<file path="config.mk">
export PLATFORM = sky130hd
export DESIGN_NAME = instr_encoder_flat
export DESIGN_NICKNAME = d
export VERILOG_FILES = /design/src/rtl/instr_encoder_if.sv /design/src/rtl/instr_encoder.sv /design/src/flat_wrapper.sv
export SDC_FILE = /design/constraint.sdc
export NUM_CORES = 1
export LEC_CHECK = 0
export ABC_AREA = 1
export BUFFER_PORTS_ARGS = -buffer_cell sky130_fd_sc_hd__buf_2
export CAP_MARGIN = 0
export CORE_MARGIN = 5
export CORE_UTILIZATION = 40
export CTS_CLUSTER_SIZE = 16
export DETAILED_ROUTE_END_ITERATION = 10
export PLACE_DENSITY = 0.7
export SYNTH_ARGS = -nofsm -noshare
export SYNTH_HDL_FRONTEND = slang
export SYNTH_SLANG_ARGS = --single-unit
export TNS_END_PERCENT = 30
</file>
<file path="constraint.sdc">
create_clock -name clk -period 2 [get_ports clk]
set_clock_uncertainty 0.05 [all_clocks]
set_input_delay 0.1 -clock clk [delete_from_list [all_inputs] [get_ports clk]]
set_output_delay 0.1 -clock clk [all_outputs]
set_load 0.1 [all_outputs]
</file>
<file path="src/rtl/instr_encoder_if.sv">
// Request/instruction-memory bus for instr_encoder.
// master = requester (drives op fields), slave = encoder.
interface instr_encoder_if;
  logic        clear;
  logic        in_valid;
  logic        in_ready;
  logic [2:0]  op_sel;
  logic [4:0]  rs;
  logic [4:0]  rt;
  logic [4:0]  rd;
  logic [4:0]  shamt;
  logic [5:0]  funct;
  logic [15:0] imm;
  logic [25:0] target;
  logic        mem_we;
  logic [31:0] mem_addr;
  logic [31:0] mem_wdata;
  logic [8:0]  count;
  logic        full;
  logic        err;

  modport master (
    output clear, in_valid, op_sel, rs, rt, rd, shamt, funct, imm, target,
    input  in_ready, mem_we, mem_addr, mem_wdata, count, full, err
  );

  modport slave (
    input  clear, in_valid, op_sel, rs, rt, rd, shamt, funct, imm, target,
    output in_ready, mem_we, mem_addr, mem_wdata, count, full, err
  );
endinterface

</file>
<file path="src/rtl/instr_encoder.sv">
// Encodes MIPS-style instruction descriptions into 32-bit words and writes
// them sequentially into an instruction memory starting at BASE_ADDR.
module instr_encoder #(
  parameter int unsigned DEPTH     = 64,
  parameter logic [31:0] BASE_ADDR = 32'h0000_0000
) (
  input  logic           clk,
  input  logic           reset,
  instr_encoder_if.slave bus
);

  typedef enum logic {IDLE, WRITE} state_e;

  state_e      state_q, state_d;
  logic [8:0]  count_q, count_d;
  logic        err_q, err_d;
  logic [31:0] wdata_q, wdata_d;

  logic        full;
  logic        in_ready;
  logic        accept;
  logic        op_ok;
  logic [31:0] enc;

  always_comb begin
    enc   = '0;
    op_ok = 1'b1;
    case (bus.op_sel)
      3'd0:    enc = {6'b000000, bus.rs, bus.rt, bus.rd, bus.shamt, bus.funct};
      3'd1:    enc = {6'b100011, bus.rs, bus.rt, bus.imm};
      3'd2:    enc = {6'b101011, bus.rs, bus.rt, bus.imm};
      3'd3:    enc = {6'b000100, bus.rs, bus.rt, bus.imm};
      3'd4:    enc = {6'b000010, bus.target};
      3'd5:    enc = {6'b001000, bus.rs, bus.rt, bus.imm};
      default: op_ok = 1'b0;
    endcase
  end

  assign full     = (count_q == 9'(DEPTH));
  assign in_ready = (state_q == IDLE) & ~full & ~bus.clear;
  assign accept   = bus.in_valid & in_ready;

  always_comb begin
    state_d = state_q;
    count_d = count_q;
    err_d   = err_q;
    wdata_d = wdata_q;
    case (state_q)
      IDLE: begin
        if (bus.clear) begin
          count_d = '0;
          err_d   = 1'b0;
        end else if (accept) begin
          if (op_ok) begin
            state_d = WRITE;
            wdata_d = enc;
          end else begin
            err_d = 1'b1;
          end
        end
      end
      WRITE: begin
        // The write always completes; clear only redirects the count update.
        state_d = IDLE;
        if (bus.clear) begin
          count_d = '0;
          err_d   = 1'b0;
        end else begin
          count_d = count_q + 9'd1;
        end
      end
      default: state_d = IDLE;
    endcase
  end

  always_ff @(posedge clk or posedge reset) begin
    if (reset) begin
      state_q <= IDLE;
      count_q <= '0;
      err_q   <= 1'b0;
      wdata_q <= '0;
    end else begin
      state_q <= state_d;
      count_q <= count_d;
      err_q   <= err_d;
      wdata_q <= wdata_d;
    end
  end

  // mem_we decodes straight from state so reset kills a write in the same cycle.
  assign bus.mem_we    = (state_q == WRITE);
  assign bus.mem_addr  = BASE_ADDR + {21'b0, count_q, 2'b00};
  assign bus.mem_wdata = wdata_q;
  assign bus.count     = count_q;
  assign bus.full      = full;
  assign bus.err       = err_q;
  assign bus.in_ready  = in_ready;

endmodule

</file>
<file path="src/flat_wrapper.sv">
// flat-port wrapper written by rule: the top's interface ports become plain ports
module instr_encoder_flat 
#(
  parameter int unsigned DEPTH     = 64,
  parameter logic [31:0] BASE_ADDR = 32'h0000_0000
)
  (clk, reset, bus_clear, bus_in_valid, bus_op_sel, bus_rs, bus_rt, bus_rd, bus_shamt, bus_funct, bus_imm, bus_target, bus_in_ready, bus_mem_we, bus_mem_addr, bus_mem_wdata, bus_count, bus_full, bus_err);
  instr_encoder_if bus_i ();
  input  logic clk;
  input  logic reset;
  input wire logic [$bits(bus_i.clear)-1:0] bus_clear;
  input wire logic [$bits(bus_i.in_valid)-1:0] bus_in_valid;
  input wire logic [$bits(bus_i.op_sel)-1:0] bus_op_sel;
  input wire logic [$bits(bus_i.rs)-1:0] bus_rs;
  input wire logic [$bits(bus_i.rt)-1:0] bus_rt;
  input wire logic [$bits(bus_i.rd)-1:0] bus_rd;
  input wire logic [$bits(bus_i.shamt)-1:0] bus_shamt;
  input wire logic [$bits(bus_i.funct)-1:0] bus_funct;
  input wire logic [$bits(bus_i.imm)-1:0] bus_imm;
  input wire logic [$bits(bus_i.target)-1:0] bus_target;
  output wire logic [$bits(bus_i.in_ready)-1:0] bus_in_ready;
  output wire logic [$bits(bus_i.mem_we)-1:0] bus_mem_we;
  output wire logic [$bits(bus_i.mem_addr)-1:0] bus_mem_addr;
  output wire logic [$bits(bus_i.mem_wdata)-1:0] bus_mem_wdata;
  output wire logic [$bits(bus_i.count)-1:0] bus_count;
  output wire logic [$bits(bus_i.full)-1:0] bus_full;
  output wire logic [$bits(bus_i.err)-1:0] bus_err;
  assign bus_i.clear = bus_clear;
  assign bus_i.in_valid = bus_in_valid;
  assign bus_i.op_sel = bus_op_sel;
  assign bus_i.rs = bus_rs;
  assign bus_i.rt = bus_rt;
  assign bus_i.rd = bus_rd;
  assign bus_i.shamt = bus_shamt;
  assign bus_i.funct = bus_funct;
  assign bus_i.imm = bus_imm;
  assign bus_i.target = bus_target;
  assign bus_in_ready = bus_i.in_ready;
  assign bus_mem_we = bus_i.mem_we;
  assign bus_mem_addr = bus_i.mem_addr;
  assign bus_mem_wdata = bus_i.mem_wdata;
  assign bus_count = bus_i.count;
  assign bus_full = bus_i.full;
  assign bus_err = bus_i.err;
  instr_encoder #(.DEPTH(DEPTH), .BASE_ADDR(BASE_ADDR)) u_core (.clk(clk), .reset(reset), .bus(bus_i));
endmodule
</file>
==> summary.md <==
| Metric | Value |
|---|---|
| Outcome | completed |
| First DRT Iteration DRCs | 132 |
| CTS Sinks | 41 |
| GRT Total Usage | 18.0% |
| Die width | 92.9 um |
| I/O Pins | 152 |
| Synthesized area per cell | 7.29 um^2 |
| Commonest non-fill, non-tap cell in the layout | buf_2 |
| Leakage | 1.98 nW |
| Maxcap violations | 0 |
| Number of global-route vias before repair | 2661 |
| Final hold vios | 0 |
| Final setup TNS | 0 ps |
| Drt wl/cell | 13.6 um |
| CP max-delay cell | dfrtp_4 |
| Total power | 3.11 mW |
| Die height | 92.9 um |
| Num rows | 30 |
| CTS tree | built |
| Top cell type's share of synthesized area | 37.3% |
| Antenna diodes | 0 |
| Worst-path cell chain | inv_4 > ha_4 > nand2_2 > clkinv_2 > nand2_2 > nor2_4 > buf_2 |
| DRC | 0 |
| Synthesized area | 2750 um^2 |
| Pre-Repair DR Iteration Count | 4 |
| Htree depth | 2 |
| Synthesis Warnings | 0 |
| Most frequent cells in the layout | 126 x buf_2, 105 x nand2_1, 86 x nand3_1, 33 x nand4_1, 32 x dfrtp_1 |
| Worst slew pin tran | 510 ps |
| Final WL | 7770 um |
| Antenna violations before repair | 0 |
| Port bufs | 127 |
| Hold Startpoint | bus_rs[4] |
| Largest area contributor in the netlist | dfrtp_1 |
| Max FO, Critical Path | 5 |
| Crit start category | register |
| Flops & latches, synth | 41 |
| Initial Utilization | 40.7% |
| Vias per cell | 4.99 |
| Worst Hold Class | in2reg |
| Worst-skew pair later-pin latency | 290 ps |
| RSZ-0062 raised after global routing | no |
| Post-CTS setup buffer count | 0 |
| CTS Root Cell | clkbuf_8 |
| Fill cells | 677 |
| Largest net degree at the start of global routing | 33 |
| Antenna-violating nets left | 0 |
| Total CTS buffers | 5 |
| Design area | 3400 um^2 |
| Flop2flop setup slack | 430 ps |
| Start of the worst register-to-register path | u_core.bus.count[1] |
| Cell variety after synth | 21 |
| Fin nets | 566 |
| Multi-input logic area | 1330 um^2 |
| Overflow after GRT | 0 |
| Worst r2r dst | u_core.bus.mem_wdata[27] |
| Syn Inst Count | 377 |
| Clock transition at path regs | 80 ps |
| Pwr Density | 916 nW/um^2 |
| Final hold slack | 106 ps |
| FF+latch area | 1040 um^2 |
| Area Growth Syn to Fin | 23.7% |
| Vias | 2845 |
| Placed Area | 3300 um^2 |
| Worst slew margin | 66.2% |
| Register area share after synthesis | 37.3% |
| Worst Setup End Kind | output port |
| Critical path class | reg2out |
| Tcrit/Tclk final | 93.4% |
| Worst VDD drop | 0.463 mV |
| Place WS | 433 ps |
| Layout cells sized above 1 | 34.7% |
| Die area | 8630 um^2 |
| Pins Over Slew Limit | 0 |
| Top cell by count, worst path | nand2_2 |
| CP max stage delay | 510 ps |
| Placer Congestion | 0.858 |
| Reg2Reg Depth | 11 |
| Hold endpoint | u_core.bus.mem_wdata[25] |
| Worst endpoint data arrival time | 1720 ps |
| Core Footprint | 6760 um^2 |
| Final worst slack | 133 ps |
| Final setup vio count | 0 |
| Synth top area cells | dfrtp_1 37%, nand3_1 16%, nand2_1 15% |
| Critical Path RT | 1850 ps |
| Hpwl dp | 5910 um |
| FMAX | 0.535 GHz |
| First-pass GRT wire length | 12500 um |
| Min cycle time layout | 1870 ps |
| Hold Path Stages | 5 |
| Clk buf depth | 2 |
-- per-layer routing --
layer,GRT usage (%),routed length [um]
met1,21.7,3140
met2,31.0,3870
met3,6.09,711
met4,4.03,50
met5,0,0
-- how the worst max path moves through the flow --
stage                                   start  cells after the start                 endpoint
after floorplan           u_core.bus.count[0]                     10  u_core.bus.mem_wdata[0]
after global placement    u_core.bus.count[1]                      7                 bus_full
after detailed placement  u_core.bus.count[1]                      7                 bus_full
after CTS                 u_core.bus.count[1]                      7                 bus_full
after global routing      u_core.bus.count[1]                      7                 bus_full
final                     u_core.bus.count[1]                      7                 bus_full
-- power breakdown --
part	leakage [nW]	total, mW	internal, mW	switching (mW)
registers	0.522	1.01	0.940	0.0689
clock network	0.0450	0.510	0.242	0.268
logic	1.41	1.60	0.243	1.35
-- flip-flops by register name (all words and copies together), names as in the netlist --
name and count:
u_core.bus.mem_wdata 30, u_core.bus.count 9, u_core.bus.err 1, u_core.bus.mem_we 1
-- critical path, delay by kind of cell, from the launching register on --
| family | cells | cell delay (ps) |
|---|---|---|
| flops | 1 | 510 |
| buf+inv | 3 | 570 |
| fa+ha+maj | 1 | 130 |
| simple gates | 3 | 240 |
-- synthesized netlist by cell type --
cell / instances
a21oi_1: 4
buf_2: 6
buf_4: 40
buf_6: 7
clkbuf_1: 5
clkinv_1: 1
conb_1: 1
dfrtp_1: 41
ha_1: 2
inv_1: 16
inv_2: 3
nand2_1: 107
nand2_2: 1
nand3_1: 86
nand4_1: 33
nand4_2: 1
nor2_1: 13
nor2_2: 2
nor2_4: 2
nor3_1: 3
o21ai_0: 3
-- stage by stage --
stage	util, %	std cells
floorplan	-	400
global placement	48.8	560
detailed placement	48.8	560
CTS	50.3	570
global route	50.3	570
finish	50.3	570
-- cells by family after synthesis --
| kind of cell | Yosys count | synth area share (%) |
|---|---|---|
| buffers and inverters | 78 | 18.3 |
| and+or+nand+nor | 248 | 42.1 |
| adders and majority gates | 2 | 0.910 |
| other | 1 | 0.136 |
| DFF | 41 | 37.3 |
| AOI/OAI and AO/OA | 7 | 1.27 |
-- final cells by class --
class / count / area share (%)
inverters: 20 / 2.39
multi-input cells: 281 / 39.1
flip-flops and latches: 41 / 30.6
clock inverters: 2 / 0.294
well taps: 80 / 2.94
repair buffers: 140 / 22.5
clock buffers: 6 / 2.13
-- repair_timing --
| action | in CTS | in global routing |
|---|---|---|
| resized for setup | 0 | 0 |
| hold endpoints to repair | 18 | 0 |
| hold buffers | 2 | 0 |
(Power assumes the default switching activity.)
